`config.mk`:
```
export PLATFORM = sky130hd
export DESIGN_NAME = eusci_baud_tick_gen
export DESIGN_NICKNAME = d
export VERILOG_FILES = /design/src/rtl/eusci_baud_tick_gen.sv
export SDC_FILE = /design/constraint.sdc
export NUM_CORES = 1
export LEC_CHECK = 0
export CORE_UTILIZATION = 50
export DETAILED_ROUTE_END_ITERATION = 12
export PLACE_DENSITY = 0.77
export SLEW_MARGIN = 20
export SYNTH_ARGS = -nofsm -noshare
export SYNTH_HDL_FRONTEND = slang
export SYNTH_SLANG_ARGS = --single-unit
```
`constraint.sdc`:
```
create_clock -name BRCLK -period 10 [get_ports BRCLK]
set_input_delay 1.5 -clock BRCLK [delete_from_list [all_inputs] [get_ports BRCLK]]
set_output_delay 1.5 -clock BRCLK [all_outputs]
set_load 0.02 [all_outputs]
```
`src/rtl/eusci_baud_tick_gen.sv`:
```
// eusci_baud_tick_gen
// Single-clock baud-rate generator for the eUSCI_A UART path. It produces
// one-cycle strobes in the BRCLK domain: an oversample tick, a mid-bit tick
// and an end-of-bit tick, plus the modulation bit index used by the shift
// engines.
//
// Optional feature macro: EUSCI_BRG_MOD2_EN
//    defined     - second-stage modulation (wUCBRSx indexed by BitIdx) adds
//                  one extra cycle to selected bit periods.
//    not defined - second-stage modulation contributes nothing and wUCBRSx
//                  is ignored; BitIdx still counts for the shift engines.
module eusci_baud_tick_gen #(
   parameter int CNT_W = 16
) (
   input  logic             BRCLK,
   input  logic             RST,
   input  logic             UCABEN,
   input  logic [CNT_W-1:0] wUC0BRx,
   input  logic [3:0]       wUCBRFx,
   input  logic [7:0]       wUCBRSx,
   input  logic             wUCOS16,
   input  logic             Resync,
   output logic             SampleTick,
   output logic             HalfTick,
   output logic             BitTick,
   output logic [2:0]       BitIdx
);

   // Period arithmetic needs one extra bit: N plus two modulation cycles
   // can exceed the prescaler range.
   localparam int PW = CNT_W + 1;
   localparam logic [PW-1:0] ONE  = PW'(1);
   localparam logic [PW-1:0] ZERO = '0;

   // Registered state
   logic [PW-1:0] pre_cnt_q;
   logic [PW-1:0] pre_cnt_d;
   logic [3:0]    os_idx_q;
   logic [3:0]    os_idx_d;
   logic [2:0]    bit_idx_q;
   logic [2:0]    bit_idx_d;

   // Modulation and period terms
   logic [15:0]   brf_pat;
   logic          m1;
   logic          m2;
   logic          m2_os;
   logic [PW-1:0] n_eff;
   logic [PW-1:0] lf_period;
   logic [PW-1:0] os_period;
   logic [PW-1:0] lf_last;
   logic [PW-1:0] os_last;
   logic [PW-1:0] lf_mid;

   // Decoded conditions
   logic          run;
   logic          lf_wrap;
   logic          lf_half;
   logic          os_wrap;
   logic          os_at_mid;
   logic          os_at_end;

   // First-stage modulation patterns, one per UCBRFx value. Bit 15 is
   // consumed at OsIdx 0, bit 0 at OsIdx 15.
   function automatic logic [15:0] brf_lookup(input logic [3:0] sel);
      logic [15:0] pat;
      pat = 16'h0000;
      case (sel)
         4'h0:    pat = 16'h0000;
         4'h1:    pat = 16'h4000;
         4'h2:    pat = 16'h4001;
         4'h3:    pat = 16'h6001;
         4'h4:    pat = 16'h6003;
         4'h5:    pat = 16'h7003;
         4'h6:    pat = 16'h7007;
         4'h7:    pat = 16'h7807;
         4'h8:    pat = 16'h780F;
         4'h9:    pat = 16'h7C0F;
         4'hA:    pat = 16'h7C1F;
         4'hB:    pat = 16'h7E1F;
         4'hC:    pat = 16'h7E3F;
         4'hD:    pat = 16'h7F3F;
         4'hE:    pat = 16'h7F7F;
         4'hF:    pat = 16'h7FFF;
         default: pat = 16'h0000;
      endcase
      return pat;
   endfunction

`ifdef EUSCI_BRG_MOD2_EN
   // Second-stage modulation: the BRS pattern is walked MSB first, one bit
   // per bit period, so BitIdx 0 selects wUCBRSx[7].
   always_comb begin
      m2 = wUCBRSx[3'd7 - bit_idx_q];
   end
`else
   // Second-stage modulation compiled out; the pattern input is only
   // reduced here so the unused port stays visibly consumed.
   logic unused_brs;

   always_comb begin
      m2         = 1'b0;
      unused_brs = ^wUCBRSx;
   end
`endif

   // First-stage modulation bit for the current oversample slot.
   always_comb begin
      brf_pat = brf_lookup(wUCBRFx);
      m1      = brf_pat[4'd15 - os_idx_q];
   end

   // Bit and sample periods from the live register fields; N=0 behaves as
   // N=1 so the counter always has a reachable terminal value.
   always_comb begin
      n_eff = {1'b0, wUC0BRx};
      if (wUC0BRx == '0) begin
         n_eff = ONE;
      end
      m2_os     = m2 & (os_idx_q == 4'd15);
      lf_period = n_eff + {{(PW-1){1'b0}}, m2};
      os_period = n_eff + {{(PW-1){1'b0}}, m1} + {{(PW-1){1'b0}}, m2_os};
      lf_last   = lf_period - ONE;
      os_last   = os_period - ONE;
      lf_mid    = (lf_period >> 1) - ONE;
   end

   // Terminal and midpoint decodes. The >= compare lets a shrinking period
   // wrap on the very next cycle instead of running the counter around.
   always_comb begin
      run       = UCABEN & ~RST & ~Resync;
      lf_wrap   = (pre_cnt_q >= lf_last);
      lf_half   = (lf_period == ONE) ? lf_wrap : (pre_cnt_q == lf_mid);
      os_wrap   = (pre_cnt_q >= os_last);
      os_at_mid = (os_idx_q == 4'd7);
      os_at_end = (os_idx_q == 4'd15);
   end

   // Tick outputs: combinational decode of registered state, forced low
   // whenever the generator is disabled, in reset or being resynchronised.
   always_comb begin
      SampleTick = 1'b0;
      HalfTick   = 1'b0;
      BitTick    = 1'b0;
      if (run) begin
         if (wUCOS16) begin
            SampleTick = os_wrap;
            HalfTick   = os_wrap & os_at_mid;
            BitTick    = os_wrap & os_at_end;
         end else begin
            HalfTick   = lf_half;
            BitTick    = lf_wrap;
         end
      end
   end

   // Next-state: disable and resync both clear all timing state; otherwise
   // count toward the active terminal and advance the indices on a wrap.
   always_comb begin
      pre_cnt_d = pre_cnt_q;
      os_idx_d  = os_idx_q;
      bit_idx_d = bit_idx_q;
      if (!UCABEN || Resync) begin
         pre_cnt_d = ZERO;
         os_idx_d  = 4'd0;
         bit_idx_d = 3'd0;
      end else if (wUCOS16) begin
         if (os_wrap) begin
            pre_cnt_d = ZERO;
            os_idx_d  = os_idx_q + 4'd1;
            if (os_at_end) begin
               bit_idx_d = bit_idx_q + 3'd1;
            end
         end else begin
            pre_cnt_d = pre_cnt_q + ONE;
         end
      end else begin
         if (lf_wrap) begin
            pre_cnt_d = ZERO;
            bit_idx_d = bit_idx_q + 3'd1;
         end else begin
            pre_cnt_d = pre_cnt_q + ONE;
         end
      end
   end

   // State registers with synchronous active-high reset.
   always_ff @(posedge BRCLK) begin
      if (RST) begin
         pre_cnt_q <= ZERO;
         os_idx_q  <= 4'd0;
         bit_idx_q <= 3'd0;
      end else begin
         pre_cnt_q <= pre_cnt_d;
         os_idx_q  <= os_idx_d;
         bit_idx_q <= bit_idx_d;
      end
   end

   // The bit index is architectural state visible to the shift engines.
   always_comb begin
      BitIdx = bit_idx_q;
   end

endmodule

```
==> load_flow_metrics.sql <==
INSERT INTO impl_metrics (metric_group, metric, value, unit) VALUES
('clocking', 'cts_buffers', '3', ''),
('setup_path', 'worst_setup_path_endpoint', 'HalfTick', ''),
('setup_path', 'cp_num_buf_inv', '3', ''),
('pwr', 'power_per_standard_cell_area', '63.0', 'mW/mm2'),
('final_layout', 'drive_above_1_share', '4.41', '%'),
('clocking', 'worst_skew_late_latency', '0.27', 'ns'),
('pwr', 'worst_ir_drop_on_vdd', '0.0397', 'mV'),
('sta', 'final.setup.tns', '0', 'ns'),
('setup_path', 'startpoint', 'wUC0BRx[6]', ''),
('clocking', 'tritoncts', 'done', ''),
('yosys', 'synth-edff-count', '0', ''),
('setup_path', 'crit_path_max_incr_delay', '0.67', 'ns'),
('sta', 'final.setup_skew', '0.00370', 'ns'),
('routing', 'drt_iter0_markers', '136', ''),
('setup_path', 'timing.rr.start', 'os_idx_q[0]', ''),
('setup_path', 'timing.critical_path.to_type', 'primary output', ''),
('final_layout', 'layout.area.seq', '480', 'um2'),
('setup_path', 'crit_chain', 'clkdlybuf4s50_1 > or4_4 > nor4b_2 > a21o_1 > inv_1 > ha_1 > nand2b_1 > and2b_1 > nand2_1 > nor3_1 > nand2_1 > xor2_1 > ha_1 > nand2_1 > nor4_1 > o31ai_1 > a41oi_2 > nor2b_1 > a22oi_1 > o31ai_2 > clkdlybuf4s50_1', ''),
('sta', 'grt_setup_unrepaired', 'no', ''),
('min_path', 'min-delay-path-class', 'register to register', ''),
('floorplan', 'dieHeight', '79.8', 'um'),
('routing', 'drt_drc_violations_left', '0', ''),
('sta', 'finalWorstPathRequiredPeriod', '8.57', 'ns'),
('sta', 'max_transition_margin', '58.7', '%'),
('setup_path', 'slowest_stage', 'sky130_fd_sc_hd__or4_4', ''),
('outcome', 'status', 'finished clean', ''),
('clocking', 'cts.sink_count', '24', ''),
('yosys', 'total_number_of_yosys_warnings', '0', ''),
('yosys', 'synth_area', '0.00303', 'mm2'),
('final_layout', 'syn2layout_area_growth', '11.4', '%'),
('clocking', 'cts_setup_buffers', '0', ''),
('clocking', 'ctsRootBufferMaster', 'sky130_fd_sc_hd__clkbuf_8', ''),
('place', 'place_hpwl', '5.71', 'mm'),
('floorplan', 'initial_utilization', '53.3', '%'),
('setup_path', 'timing.critical_path.mode_cell', 'sky130_fd_sc_hd__nand2_1', ''),
('yosys', 'synth-seq-cells', '24', ''),
('grt', 'globalRouteOverflowTotal', '0', ''),
('sta', 'report.final.hold_viol_count', '0', ''),
('yosys', 'synth_ff_type', 'sky130_fd_sc_hd__dfxtp_1', ''),
('clocking', 'clock_path_buffers', '2', ''),
('routing', 'route.met2.wl', '3.33', 'mm'),
('place', 'place.port_buffers', '30', ''),
('floorplan', 'chipWidth', '79.8', 'um'),
('routing', 'met3_length', '294', 'um'),
('sta', 'clock.fmax', '117', 'MHz'),
('floorplan', 'overall_die_area', '0.00637', 'mm2'),
('yosys', 'syn_area_per_cell', '7.66', 'um2'),
('final_layout', 'nNetsFinal', '486', ''),
('setup_path', 'critical_path_peak_fanout', '7', ''),
('routing', 'post_detailed_route_count_of_antenna_violating_nets', '0', ''),
('final_layout', 'multi_input_combinational_cell_area', '0.00239', 'mm2'),
('setup_path', 'start_kind', 'primary input', ''),
('yosys', 'synth_seq_area_share', '15.9', '%'),
('grt', 'number_of_global_route_vias_before_repair', '2480', ''),
('routing', 'vias', '2743', ''),
('setup_path', 'setup.reg_to_reg.worst_slack', '5.07', 'ns'),
('place', 'finalWeightedCongestion', '0.939', ''),
('grt', 'grt_max_degree', '18', ''),
('grt', 'antenna_found_initial', '0', ''),
('setup_path', 'r2r_cells', '20', ''),
('routing', 'routed_wl', '7.16', 'mm'),
('run', 'max-cap-violations', '0', ''),
('routing', 'drt_pass1_iterations', '4', ''),
('clocking', 'post_cts_resized', '0', ''),
('final_layout', 'antenna-diode-count', '0', ''),
('floorplan', 'core_area', '0.00568', 'mm2'),
('yosys', 'synth.distinct_cells', '59', ''),
('sta', 'fin_ws', '1.43', 'ns'),
('routing', 'wirelength_met1', '3.43', 'mm'),
('final_layout', 'final_core_utilization', '59.4', '%'),
('place', 'post-place-ws', '1.54', 'ns');
-- final cells by class --
| class | instances | area share, % |
|---|---|---|
| clock buffers | 3 | 1.22 |
| inverters | 16 | 1.78 |
| multi-input cells | 334 | 70.9 |
| flip-flops and latches | 24 | 14.3 |
| well taps | 72 | 2.67 |
| repair buffers | 31 | 9.13 |
-- state kept, by name, summed over array words and instances, names as in the netlist --
| register | count |
|---|---|
| pre_cnt_q | 17 |
| os_idx_q | 4 |
| BitIdx | 3 |
-- worst min-delay path by stage --
stage / start / endpoint / depth (start not counted)
after CTS: BitIdx[2] / BitIdx[2] / 2
after floorplan: pre_cnt_q[0] / pre_cnt_q[0] / 1
after detailed placement: BitIdx[2] / BitIdx[2] / 2
after global placement: BitIdx[2] / BitIdx[2] / 2
final: BitIdx[2] / BitIdx[2] / 2
after global routing: BitIdx[2] / BitIdx[2] / 2
-- cells in the mapped netlist, types with 2 or more instances --
| cell | n | share of area [%] |
|---|---|---|
| sky130_fd_sc_hd__a211oi_1 | 3 | 0.74 |
| sky130_fd_sc_hd__a21o_1 | 3 | 0.74 |
| sky130_fd_sc_hd__a21oi_1 | 10 | 1.7 |
| sky130_fd_sc_hd__a221oi_1 | 2 | 0.58 |
| sky130_fd_sc_hd__a22oi_1 | 3 | 0.74 |
| sky130_fd_sc_hd__a31oi_1 | 3 | 0.62 |
| sky130_fd_sc_hd__and3_1 | 2 | 0.41 |
| sky130_fd_sc_hd__buf_2 | 2 | 0.33 |
| sky130_fd_sc_hd__clkbuf_1 | 15 | 1.9 |
| sky130_fd_sc_hd__dfxtp_1 | 24 | 16 |
| sky130_fd_sc_hd__ha_1 | 43 | 18 |
| sky130_fd_sc_hd__inv_1 | 16 | 2.0 |
| sky130_fd_sc_hd__mux2i_1 | 2 | 0.66 |
| sky130_fd_sc_hd__nand2_1 | 40 | 5.0 |
| sky130_fd_sc_hd__nand2b_1 | 3 | 0.62 |
| sky130_fd_sc_hd__nand3_1 | 14 | 2.3 |
| sky130_fd_sc_hd__nand4_1 | 10 | 2.1 |
| sky130_fd_sc_hd__nor2_1 | 46 | 5.7 |
| sky130_fd_sc_hd__nor2b_1 | 3 | 0.62 |
| sky130_fd_sc_hd__nor3_1 | 16 | 2.6 |
| sky130_fd_sc_hd__nor4_1 | 6 | 1.2 |
| sky130_fd_sc_hd__nor4b_2 | 2 | 0.99 |
| sky130_fd_sc_hd__o211ai_1 | 4 | 0.99 |
| sky130_fd_sc_hd__o21ai_0 | 18 | 3.0 |
| sky130_fd_sc_hd__o22ai_1 | 3 | 0.62 |
| sky130_fd_sc_hd__o31ai_1 | 2 | 0.50 |
| sky130_fd_sc_hd__or3_1 | 5 | 1.0 |
| sky130_fd_sc_hd__xnor2_1 | 32 | 9.3 |
| sky130_fd_sc_hd__xor2_1 | 33 | 9.6 |
-- tightest hold or removal path, stage by stage, from the launching register on --
cell	delay [ns]
sky130_fd_sc_hd__dfxtp_1	0.32
sky130_fd_sc_hd__o21ai_0	0.07
sky130_fd_sc_hd__a21oi_1	0.06
-- kinds of logic (layout without fill, tap and decap cells) --
| kind of cell | after synthesis | after routing | synth area share (%) |
|---|---|---|---|
| XOR/XNOR | 65 | 65 | 18.8 |
| adder cells (fa/ha/maj) | 44 | 44 | 18.1 |
| multiplexers | 3 | 3 | 1.03 |
| AND/OR/NAND/NOR | 162 | 162 | 27.9 |
| buffers and inverters | 37 | 50 | 5.09 |
| AO/OA/AOI/OAI | 60 | 60 | 13.2 |
| flip-flops | 24 | 24 | 15.9 |
-- stage by stage --
step | power [mW] | hold WS (ns) | cells
5_1_grt | 0.224 | 0.512 | 480
3_5_place_dp | 0.154 | 0.481 | 477
2_1_floorplan | 0.137 | 0.463 | 395
3_3_place_gp | 0.153 | 0.471 | 477
4_1_cts | 0.214 | 0.493 | 480
6_report | 0.212 | 0.489 | 480
-- power breakdown --
group          internal (mW)  switching, mW  leakage, nW
logic                 0.0255         0.0308         1.04
registers             0.0957       0.000458        0.193
clock network         0.0271         0.0329       0.0216
-- routing by layer --
metal  global-route usage [%]  up-vias
li1                         -     1417
met4                     4.82        0
met2                     40.0       52
met5                        0        -
met1                     30.8     1264
met3                     3.66       10
-- cell usage in the layout, fill, tap and decap left out, types with 5 or more instances in the layout --
cell,synthesis,routed
sky130_fd_sc_hd__nor4_1,6,6
sky130_fd_sc_hd__xor2_1,33,33
sky130_fd_sc_hd__ha_1,43,43
sky130_fd_sc_hd__a21oi_1,10,10
sky130_fd_sc_hd__nor3_1,16,16
sky130_fd_sc_hd__inv_1,16,16
sky130_fd_sc_hd__nand4_1,10,10
sky130_fd_sc_hd__clkdlybuf4s50_1,0,30
sky130_fd_sc_hd__or3_1,5,5
sky130_fd_sc_hd__xnor2_1,32,32
sky130_fd_sc_hd__o21ai_0,18,18
sky130_fd_sc_hd__nor2_1,46,46
sky130_fd_sc_hd__nand2_1,40,40
sky130_fd_sc_hd__dfxtp_1,24,24
sky130_fd_sc_hd__nand3_1,14,14
(Power assumes the default switching activity.)
